<file path="src/rtl/wb_pkg.sv">
// Shared bus definitions for the data/port bus: responder FSM states,
// wait-state limits and the control unit's memory-access state encodings.
package wb_pkg;

  // Responder FSM states
  typedef enum logic [1:0] {
    IDLE = 2'd0,
    WAIT = 2'd1,
    RESP = 2'd2
  } wb_state_e;

  // Bus-side states of the control unit's MEM_STATE sequencer
  typedef enum logic [1:0] {
    MEM_IDLE  = 2'd0,
    MEM_REQ   = 2'd1,
    MEM_WAIT  = 2'd2,
    MEM_DONE  = 2'd3
  } cu_mem_state_e;

  // Largest legal wait-state count and the counter width that holds it
  localparam int WAIT_MAX   = 15;
  localparam int WAIT_CNT_W = $clog2(WAIT_MAX + 1);

  // RAM address width, never narrower than one bit
  function automatic int ramAddrW(input int depth);
    return (depth > 1) ? $clog2(depth) : 1;
  endfunction

endpackage

</file>
<file path="src/rtl/data_ram_sp.sv">
// Single-port synchronous data RAM with a registered read port.
// The read register only updates on read accesses, so it holds the last
// value read across writes and idle cycles. Contents are never reset.
module data_ram_sp #(
  parameter int DATA_W = 8,
  parameter int DEPTH  = 256,
  parameter int AW     = 8
) (
  input  logic              clk,
  input  logic              i_en,
  input  logic              i_we,
  input  logic [AW-1:0]     i_addr,
  input  logic [DATA_W-1:0] i_din,
  output logic [DATA_W-1:0] o_dout
);

  logic [DATA_W-1:0] r_mem [DEPTH];
  logic [DATA_W-1:0] r_dout;

  // Write the array or capture a read word, one access per enabled cycle
  always_ff @(posedge clk) begin
    if (i_en) begin
      if (i_we) begin
        r_mem[i_addr] <= i_din;
      end else begin
        r_dout <= r_mem[i_addr];
      end
    end
  end

  assign o_dout = r_dout;

endmodule

</file>
<file path="src/rtl/wb_data_responder.sv">
// Wishbone-classic responder in front of the data RAM. Accepts one transfer
// at a time, inserts WAIT_CYCLES wait states, then answers with a one-cycle
// ack (mapped address) or err (unmapped address).
module wb_data_responder
  import wb_pkg::*;
#(
  parameter int DATA_W      = 8,
  parameter int ADDR_W      = 8,
  parameter int DEPTH       = 256,
  parameter int WAIT_CYCLES = 2
) (
  input  logic              clk,
  input  logic              rst,
  input  logic              cyc_i,
  input  logic              stb_i,
  input  logic              we_i,
  input  logic [ADDR_W-1:0] adr_i,
  input  logic [DATA_W-1:0] dat_i,
  output logic [DATA_W-1:0] dat_o,
  output logic              ack_o,
  output logic              err_o,
  output logic              busy_o
);

  localparam int RAM_AW = ramAddrW(DEPTH);
  localparam logic [WAIT_CNT_W-1:0] CNT_INIT =
    (WAIT_CYCLES > 0) ? WAIT_CNT_W'(WAIT_CYCLES - 1) : '0;
  localparam logic [ADDR_W:0] DEPTH_CMP = (ADDR_W + 1)'(DEPTH);

  wb_state_e r_state;
  wb_state_e w_nextState;
  logic [WAIT_CNT_W-1:0] r_cnt;
  logic [WAIT_CNT_W-1:0] w_nextCnt;
  logic w_enterResp;

  logic              r_we;
  logic [ADDR_W-1:0] r_adr;
  logic [DATA_W-1:0] r_dat;

  logic              r_ack;
  logic              r_err;
  logic              r_datValid;

  logic              w_req;
  logic              w_xferWe;
  logic [ADDR_W-1:0] w_xferAdr;
  logic [DATA_W-1:0] w_xferDat;
  logic              w_inRange;
  logic              w_ramEn;
  logic [DATA_W-1:0] w_ramDout;

  assign w_req = cyc_i & stb_i;

  // With zero wait states RESP is entered on the sampling edge itself, so
  // the live bus values are used there; otherwise the latched copy is used
  assign w_xferWe  = (r_state == IDLE) ? we_i  : r_we;
  assign w_xferAdr = (r_state == IDLE) ? adr_i : r_adr;
  assign w_xferDat = (r_state == IDLE) ? dat_i : r_dat;
  assign w_inRange = ({1'b0, w_xferAdr} < DEPTH_CMP);

  // The RAM is touched only on the RESP entry edge; reset blocks the write
  assign w_ramEn = w_enterResp & w_inRange & ~rst;

  // Next-state and wait-counter logic
  always_comb begin
    w_nextState = r_state;
    w_nextCnt   = r_cnt;
    w_enterResp = 1'b0;
    case (r_state)
      IDLE: begin
        if (w_req) begin
          if (WAIT_CYCLES > 0) begin
            w_nextState = WAIT;
            w_nextCnt   = CNT_INIT;
          end else begin
            w_nextState = RESP;
            w_enterResp = 1'b1;
          end
        end
      end
      WAIT: begin
        if (!cyc_i) begin
          w_nextState = IDLE;
          w_nextCnt   = '0;
        end else if (r_cnt == '0) begin
          w_nextState = RESP;
          w_enterResp = 1'b1;
        end else begin
          w_nextCnt = r_cnt - WAIT_CNT_W'(1);
        end
      end
      RESP: begin
        w_nextState = IDLE;
      end
      default: begin
        w_nextState = IDLE;
        w_nextCnt   = '0;
      end
    endcase
  end

  // State, counter and response flag registers
  always_ff @(posedge clk) begin
    if (rst) begin
      r_state    <= IDLE;
      r_cnt      <= '0;
      r_ack      <= 1'b0;
      r_err      <= 1'b0;
      r_datValid <= 1'b0;
    end else begin
      r_state <= w_nextState;
      r_cnt   <= w_nextCnt;
      r_ack   <= w_enterResp & w_inRange;
      r_err   <= w_enterResp & ~w_inRange;
      if (w_enterResp && w_inRange && !w_xferWe) begin
        r_datValid <= 1'b1;
      end
    end
  end

  // Capture the request on the sampling edge so later bus changes are ignored
  always_ff @(posedge clk) begin
    if (r_state == IDLE && w_req) begin
      r_we  <= we_i;
      r_adr <= adr_i;
      r_dat <= dat_i;
    end
  end

  data_ram_sp #(
    .DATA_W (DATA_W),
    .DEPTH  (DEPTH),
    .AW     (RAM_AW)
  ) u_ram (
    .clk    (clk),
    .i_en   (w_ramEn),
    .i_we   (w_xferWe),
    .i_addr (w_xferAdr[RAM_AW-1:0]),
    .i_din  (w_xferDat),
    .o_dout (w_ramDout)
  );

  // Read data is zero until the first read after reset, then the RAM's
  // read register, which only changes on reads
  assign dat_o  = r_datValid ? w_ramDout : '0;
  assign ack_o  = r_ack;
  assign err_o  = r_err;
  assign busy_o = (r_state != IDLE);

endmodule

</file>
<file path="config.mk">
export PLATFORM = sky130hd
export DESIGN_NAME = wb_data_responder
export DESIGN_NICKNAME = d
export VERILOG_FILES = /design/src/rtl/wb_pkg.sv /design/src/rtl/data_ram_sp.sv /design/src/rtl/wb_data_responder.sv
export SDC_FILE = /design/constraint.sdc
export NUM_CORES = 2
export LEC_CHECK = 0
export ABC_CLOCK_PERIOD_IN_PS = 6800
export CAP_MARGIN = 20
export CORE_MARGIN = 5
export CORE_UTILIZATION = 60
export DETAILED_ROUTE_END_ITERATION = 6
export GPL_ROUTABILITY_DRIVEN = 0
export PLACE_DENSITY = 0.77
export SLEW_MARGIN = 25
export SYNTH_ARGS = -nofsm -noshare
export SYNTH_HDL_FRONTEND = slang
export SYNTH_SLANG_ARGS = --single-unit
export TNS_END_PERCENT = 20
</file>
<file path="constraint.sdc">
create_clock -name clk -period 6.8 [get_ports clk]
set_input_delay 1.02 -clock clk [delete_from_list [all_inputs] [get_ports clk]]
set_output_delay 1.02 -clock clk [all_outputs]
set_load 0.02 [all_outputs]
</file>
## Word level (Yosys, flattened, before mapping)

Memories as Yosys holds them, arrays and structs flattened. A register that Yosys moved wholly into a read port is not among the register bits.
Cells that the tools add are included.

| word-level totals | value |
|---|---|
| register bits after elaboration | 25 |
| memory bits (writable) | 2048 |
| input port bits | 21 |
| output and inout port bits | 11 |
| memories kept | 1 |

Memories:

| memory | words | width | read ports | clocked after Yosys merged registers in | write ports | line | text |
|---|---|---|---|---|---|---|---|
| u_ram.r_mem | 256 | 8 | 1 | 1 | 1 | data_ram_sp.sv:17 | `logic [DATA_W-1:0] r_mem [DEPTH];` |

| operators by class | value |
|---|---|
| add/subtract/negate cells | 1 |
| equality and inequality tests | 5 |
| mux-type cells | 18 |
| bitwise operators | 5 |
| reduce and logical (&&, ||, !) cells | 9 |

Operators with widths:

| kind | count |
|---|---|
| $mux 8 | 3 |
| $mux 4 | 3 |
| $pmux 4 s3 | 1 |
| $mux 1 | 7 |
| $mux 2 | 3 |
| $ne 3x3->1 const B | 2 |
| $logic_not 4->1 | 1 |
| $pmux 2 s2 | 1 |
| $reduce_and 2->1 | 2 |
| $sub 4x1->4 const B | 1 |
| $not 1->1 | 3 |
| $reduce_and 3->1 | 1 |
| $and 1x1->1 | 2 |
| $eq 2x1->1 const B | 1 |
| $eq 2x2->1 const B | 1 |
| $logic_and 1x1->1 | 2 |
| $logic_not 2->1 | 1 |
| $ne 2x2->1 const B | 1 |
| $reduce_bool 2->1 | 1 |
| $logic_not 1->1 | 1 |

## Depth between registers and ports, before layout

| logic depth | value |
|---|---|
| depth in word-level cells | 7 |
| mapped depth | 12 |
| depth with buffers taken out | 9 |

## Modules after synthesis

From an unflattened synthesis, not the netlist that was laid out.

| second synthesis, totals | value |
|---|---|
| cell total of the unflattened synthesis | 3617 |
| area total of the unflattened synthesis | 79573.8 um2 |

By module, submodules not included:

| module | times used | cells each | area each (um2) | seq. area each (um2) |
|---|---|---|---|---|
| data_ram_sp | 1 | 3526 | 78376.4 | 61739.2 |
| wb_data_responder | 1 | 91 | 1197.4 | 670.6 |

## Worst setup path before layout

No wires, ideal clock.

| path | value |
|---|---|
| path kind | flip-flop to flip-flop |
| from | reg r_state[1] |
| to | mem u_ram.r_mem[0][0] (data pin) |
| library setup time | 823 ps |
| data arrival time | 4272 ps |
| setup slack | 1706 ps |
| cell stages (with the launch flop) | 6 |
| buffers on the path | 2 |
| period minus slack after synthesis | 5094 ps |
| cell sequence | dfxtp_1 -> nor2_4 -> clkbuf_1 -> clkbuf_1 -> nand2_1 -> nand2_1 |

| between the ends | value |
|---|---|
| longest elaborated chain between the ends | 2 |

RTL lines:

| item | line | text |
|---|---|---|
| start, declared | wb_data_responder.sv:30 | `wb_state_e r_state;` |
| start signal, assigned | wb_data_responder.sv:111 | `r_state <= w_nextState;` |
| $logic_not 2->1 | wb_data_responder.sv:58 | `assign w_xferDat = (r_state == IDLE) ? dat_i : r_dat;` |
| $mux 8 | wb_data_responder.sv:58 |  |
| net u_ram.i_din[0] | data_ram_sp.sv:13 | `input logic [DATA_W-1:0] i_din,` |
| end, declared | data_ram_sp.sv:17 |  |

The timed path passes the listed nets, and every way through them passes these cells.

## Worst setup path after layout

| path | value |
|---|---|
| from | reg r_state[0] |
| to | reg u_ram.r_dout[7] (netlist: u_ram.o_dout[7]) (read register of u_ram.r_mem) (data pin) |

| between the ends | value |
|---|---|
| longest elaborated chain between the ends | 4 |
| elaborated cells between the ends (all ways) | 8 |
| those cells by class | eq/ne: 1; mux: 3; bitwise: 2; reduce/logical: 2 |

RTL lines:

| item | line | text |
|---|---|---|
| $eq 2x1->1 / $logic_not 2->1 (equally long branches) | wb_data_responder.sv:69, wb_data_responder.sv:56, wb_data_responder.sv:57 |  |
| $mux 1, on equally long branches | n/a |  |
| $and 1x1->1 / $not 1->1 (equally long branches) | n/a |  |
| $reduce_and 2->1 (no line) | n/a |  |
| end, declared | data_ram_sp.sv:18 | `logic [DATA_W-1:0] r_dout;` |

Parallel ways exist; a longest one is shown, timed or not.
A chain may end at the register's enable or synchronous reset.

==> impl_metrics.py <==
metrics = {
    "setup_path": {
        "slowest_delay_ps": 830,
        "r2r.worst_path.cells": 10,
        "r2r_slack_ps": 1060,
        "rr_startpoint": "r_state[0]",
        "cpLargestDelayFamily": "simple AND/OR/NAND/NOR gates",
        "cpMaxStageDelayCell": "nand2_1",
        "cp-start-kind": "flop",
        "arrival_ps": 6320,
        "path_class": "reg -> reg",
        "r2r-end": "u_ram.o_dout[7]",
        "cp_data_required_time_ps": 7380,
        "crit_buf_inv": 2,
        "cp_max_fo": 26,
        "cp-end-kind": "flop",
        "crit_path_cell_trace": "nor2_4, inv_2, nand3_1, o21ai_1, nand2_1, buf_4, o22ai_1, nor4_1, a21boi_0, a2111o_1",
    },
    "floorplan": {
        "initial_core_util_pct": 60.4,
        "die-width_um": 368,
        "io_pins": 32,
        "coreArea_um2": 128000,
        "die_height_um": 368,
        "num_rows": 131,
        "die-area_um2": 136000,
    },
    "pwr": {
        "power_frac_seq_pct": 54.0,
        "pwr-share-comb_pct": 6.5,
        "p_int_mw": 20.6,
        "clkPwrFrac_pct": 39.5,
        "p_sw_share_pct": 22.1,
        "leakagePower_nw": 26.1,
        "p_per_area_nw_per_um2": 311,
        "power.switching_mw": 5.85,
        "power_mw": 26.5,
        "ir_worst_vdd_mv": 0.292,
    },
    "drt": {
        "vias_per_cell": 7.28,
        "drtAntennaViolNets": 0,
        "drt_first_pass_iters": 7,
        "drc_errors": 2,
        "vias": 43900,
        "drt_iter0_drc": 6699,
        "wl_per_cell_um": 32.3,
        "routed_wl_mm": 195,
    },
    "sta": {
        "final-hold-violation-count": 0,
        "skew_ps": 36.2,
        "setup_violations": 0,
        "tightest_slew_ps": 1140,
        "hold_ws_ps": 506,
        "tns_ps": 0,
        "layout_min_cycle_time_ps": 5740,
        "finalMaxSlewViolations": 0,
        "max_freq_mhz": 174,
        "relSlewSlack_pct": 23.8,
        "layout_setup_ws_ps": 1060,
        "fin_crit_sh_pct": 84.4,
        "rsz0062_at_grt": "no",
    },
    "clocking": {
        "h-tree-depth": 4,
        "cts_resized": 0,
        "hold_buffers": 0,
        "root_buffer": "clkbuf_16",
        "numCtsBuffers": 193,
        "cts.sinks": 2081,
        "cts.clk_slew.worst_paths_ps": 60,
        "cts_setup_buffers": 0,
        "cts_buffer_depth": 3,
        "clk_latency_ps": 830,
        "cts_tree": "done",
    },
    "place": {
        "io_buffers": 30,
        "placedCellCount": 5666,
        "post-place-ws_ps": 1430,
        "place_hpwl_mm": 111,
    },
    "global_route": {
        "grt-ovfl-total": 0,
        "grt_pass1_vias": 42400,
        "grt_util_all_layers_pct": 28.2,
        "antenna_found_initial": 5,
        "grt_max_degree": 241,
        "grt_pass1_wl_mm": 284,
    },
    "synth": {
        "synthCells": 4204,
        "synth.area.mux_share_pct": 0.0130,
        "synthXorXnorAreaFrac_pct": 0.0228,
        "synth_cell_types": 45,
        "synth_compound_area_share_pct": 14.2,
        "yosys.area_share.simple_pct": 2.65,
        "yosysWarnings": 0,
        "yosys-top-cells-area": "edfxtp_1, a221oi_1, a22o_1",
        "yosysSeqAreaShare_pct": 81.1,
        "syn-num-nets": 4226,
        "synth_adder_area_share_pct": 0.0163,
        "syn_avg_cell_area_um2": 18.3,
        "synth-edff-count": 2073,
        "ys.flop_type": "edfxtp_1",
        "syn_area_um2": 77000,
        "ys_ff_latch": 2081,
        "synth_top_family_by_area": "compound AO/OA/AOI/OAI gates",
        "yosys.area.top_type": "edfxtp_1",
        "async_reset_ff_share_pct": 0,
        "yosys.area.top_type_share_pct": 80.8,
    },
    "hold_path": {
        "hold_class": "reg -> reg",
        "min_to": "r_cnt[0]",
        "hp-start": "r_cnt[0]",
        "whs_path_depth": 2,
    },
    "finish": {
        "fillCellCount": 7793,
        "multi_input_area_um2": 13200,
        "nNetsFinal": 4225,
        "syn_to_final_growth_pct": 10.5,
        "post_route_cells_drive_above_1_share_pct": 8.62,
        "instances_no_fill": 6030,
        "seq_area_um2": 62400,
    },
    "status": {
        "status": "finished with violations",
        "failed_checks": "DRC",
    },
    "job": {
        "cap_violations": 0,
    },
}
cells in the mapped netlist (2+ instances only):
| cell | number |
|---|---|
| o21ai_2 | 2 |
| nand2b_1 | 5 |
| buf_4 | 18 |
| o21ai_0 | 2 |
| o31ai_1 | 5 |
| nor4_1 | 65 |
| inv_1 | 5 |
| nor2_1 | 259 |
| nor2b_1 | 6 |
| a21oi_1 | 20 |
| buf_2 | 157 |
| o21ai_1 | 2 |
| o22ai_1 | 256 |
| clkbuf_1 | 115 |
| or3_1 | 3 |
| edfxtp_1 | 2073 |
| nand2_1 | 91 |
| a21boi_1 | 7 |
| and2_1 | 11 |
| buf_1 | 14 |
| nand3_1 | 8 |
| nand3b_1 | 9 |
| a22o_1 | 512 |
| buf_6 | 12 |
| dfxtp_1 | 8 |
| a2111o_1 | 8 |
| a221oi_1 | 512 |
| nor3b_1 | 2 |
metal layers:
layer	vias to the layer above	wire (µm)	global-route usage, %
met5	-	172	0.748
met4	8	9190	12.4
met3	528	24000	7.46
met2	3346	90900	42.9
met1	22000	70600	39.0
li1	17900	-	-
worst min-delay path, cell delays in order, from the launching register on:
cell and delay [ps]:
dfxtp_1 330, nand2_1 60, a21oi_1 60
stage by stage:
step	util (%)	instance area, µm²
final	66.7	85100
after global placement	61.8	78800
after floorplan	-	77000
after CTS	66.6	84900
after global routing	66.7	85100
after detailed placement	61.8	78800
how the worst max path moves through the flow:
stage                          start           endpoint  slack (ps)  cells after the start
final                     r_state[0]    u_ram.o_dout[7]        1060                     10
after global routing      r_state[0]    u_ram.o_dout[7]        1040                     10
after CTS                 r_state[0]    u_ram.o_dout[6]        1380                     10
after detailed placement    adr_i[0]    u_ram.o_dout[6]        1430                     11
after global placement      adr_i[0]    u_ram.o_dout[6]        1510                     11
after floorplan           r_state[1]  u_ram.r_mem[0][0]        1710                      5
cell families (layout without fill, tap and decap cells):
kind of cell,count (synthesis),after routing
flip-flops,2081,2081
multiplexers,1,1
adder cells (fa/ha/maj),1,1
XOR/XNOR,2,2
buffers and inverters,322,480
AO/OA/AOI/OAI,1332,1332
other,1,7
AND/OR/NAND/NOR,464,464
state kept, by name, summed over array words and instances (netlist names):
name,flops
u_ram.r_mem,2048
r_adr,8
r_dat,8
u_ram.o_dout,8
r_cnt,4
r_state,2
ack_o,1
r_datValid,1
r_we,1
final cells by class:
cell class              instances  area share [%]
multi-input cells            1801            15.5
clock inverters               114            1.15
flip-flops and latches       2081            73.3
well taps                    1662            2.44
diodes                          6          0.0176
clock buffers                 240            6.01
inverters                       6          0.0265
repair buffers                120            1.54
cells in the final DEF (no fill, tap or decap), types with 14 or more instances in the layout:
cell type and count:
a221oi_1 512, o22ai_1 256, a22o_1 512, buf_12 20
clkbuf_16 198, nand2_1 81, nor2_1 258, a21oi_1 20
nor4_1 62, clkinv_2 32, clkbuf_1 42, buf_4 64
clkdlybuf4s50_1 30, clkinv_1 48, edfxtp_1 2073, bufinv_16 14
power by group through the flow:
stage               Clock (mW)  Combinational [mW]  Sequential [mW]
floorplan                    0                1.02             14.7
global placement             0                1.62             14.6
detailed placement           0                1.66             14.6
CTS                       10.5                1.67             14.3
global route              11.1                1.80             14.3
finish                    10.5                1.73             14.3
(Power assumes the default switching activity.)
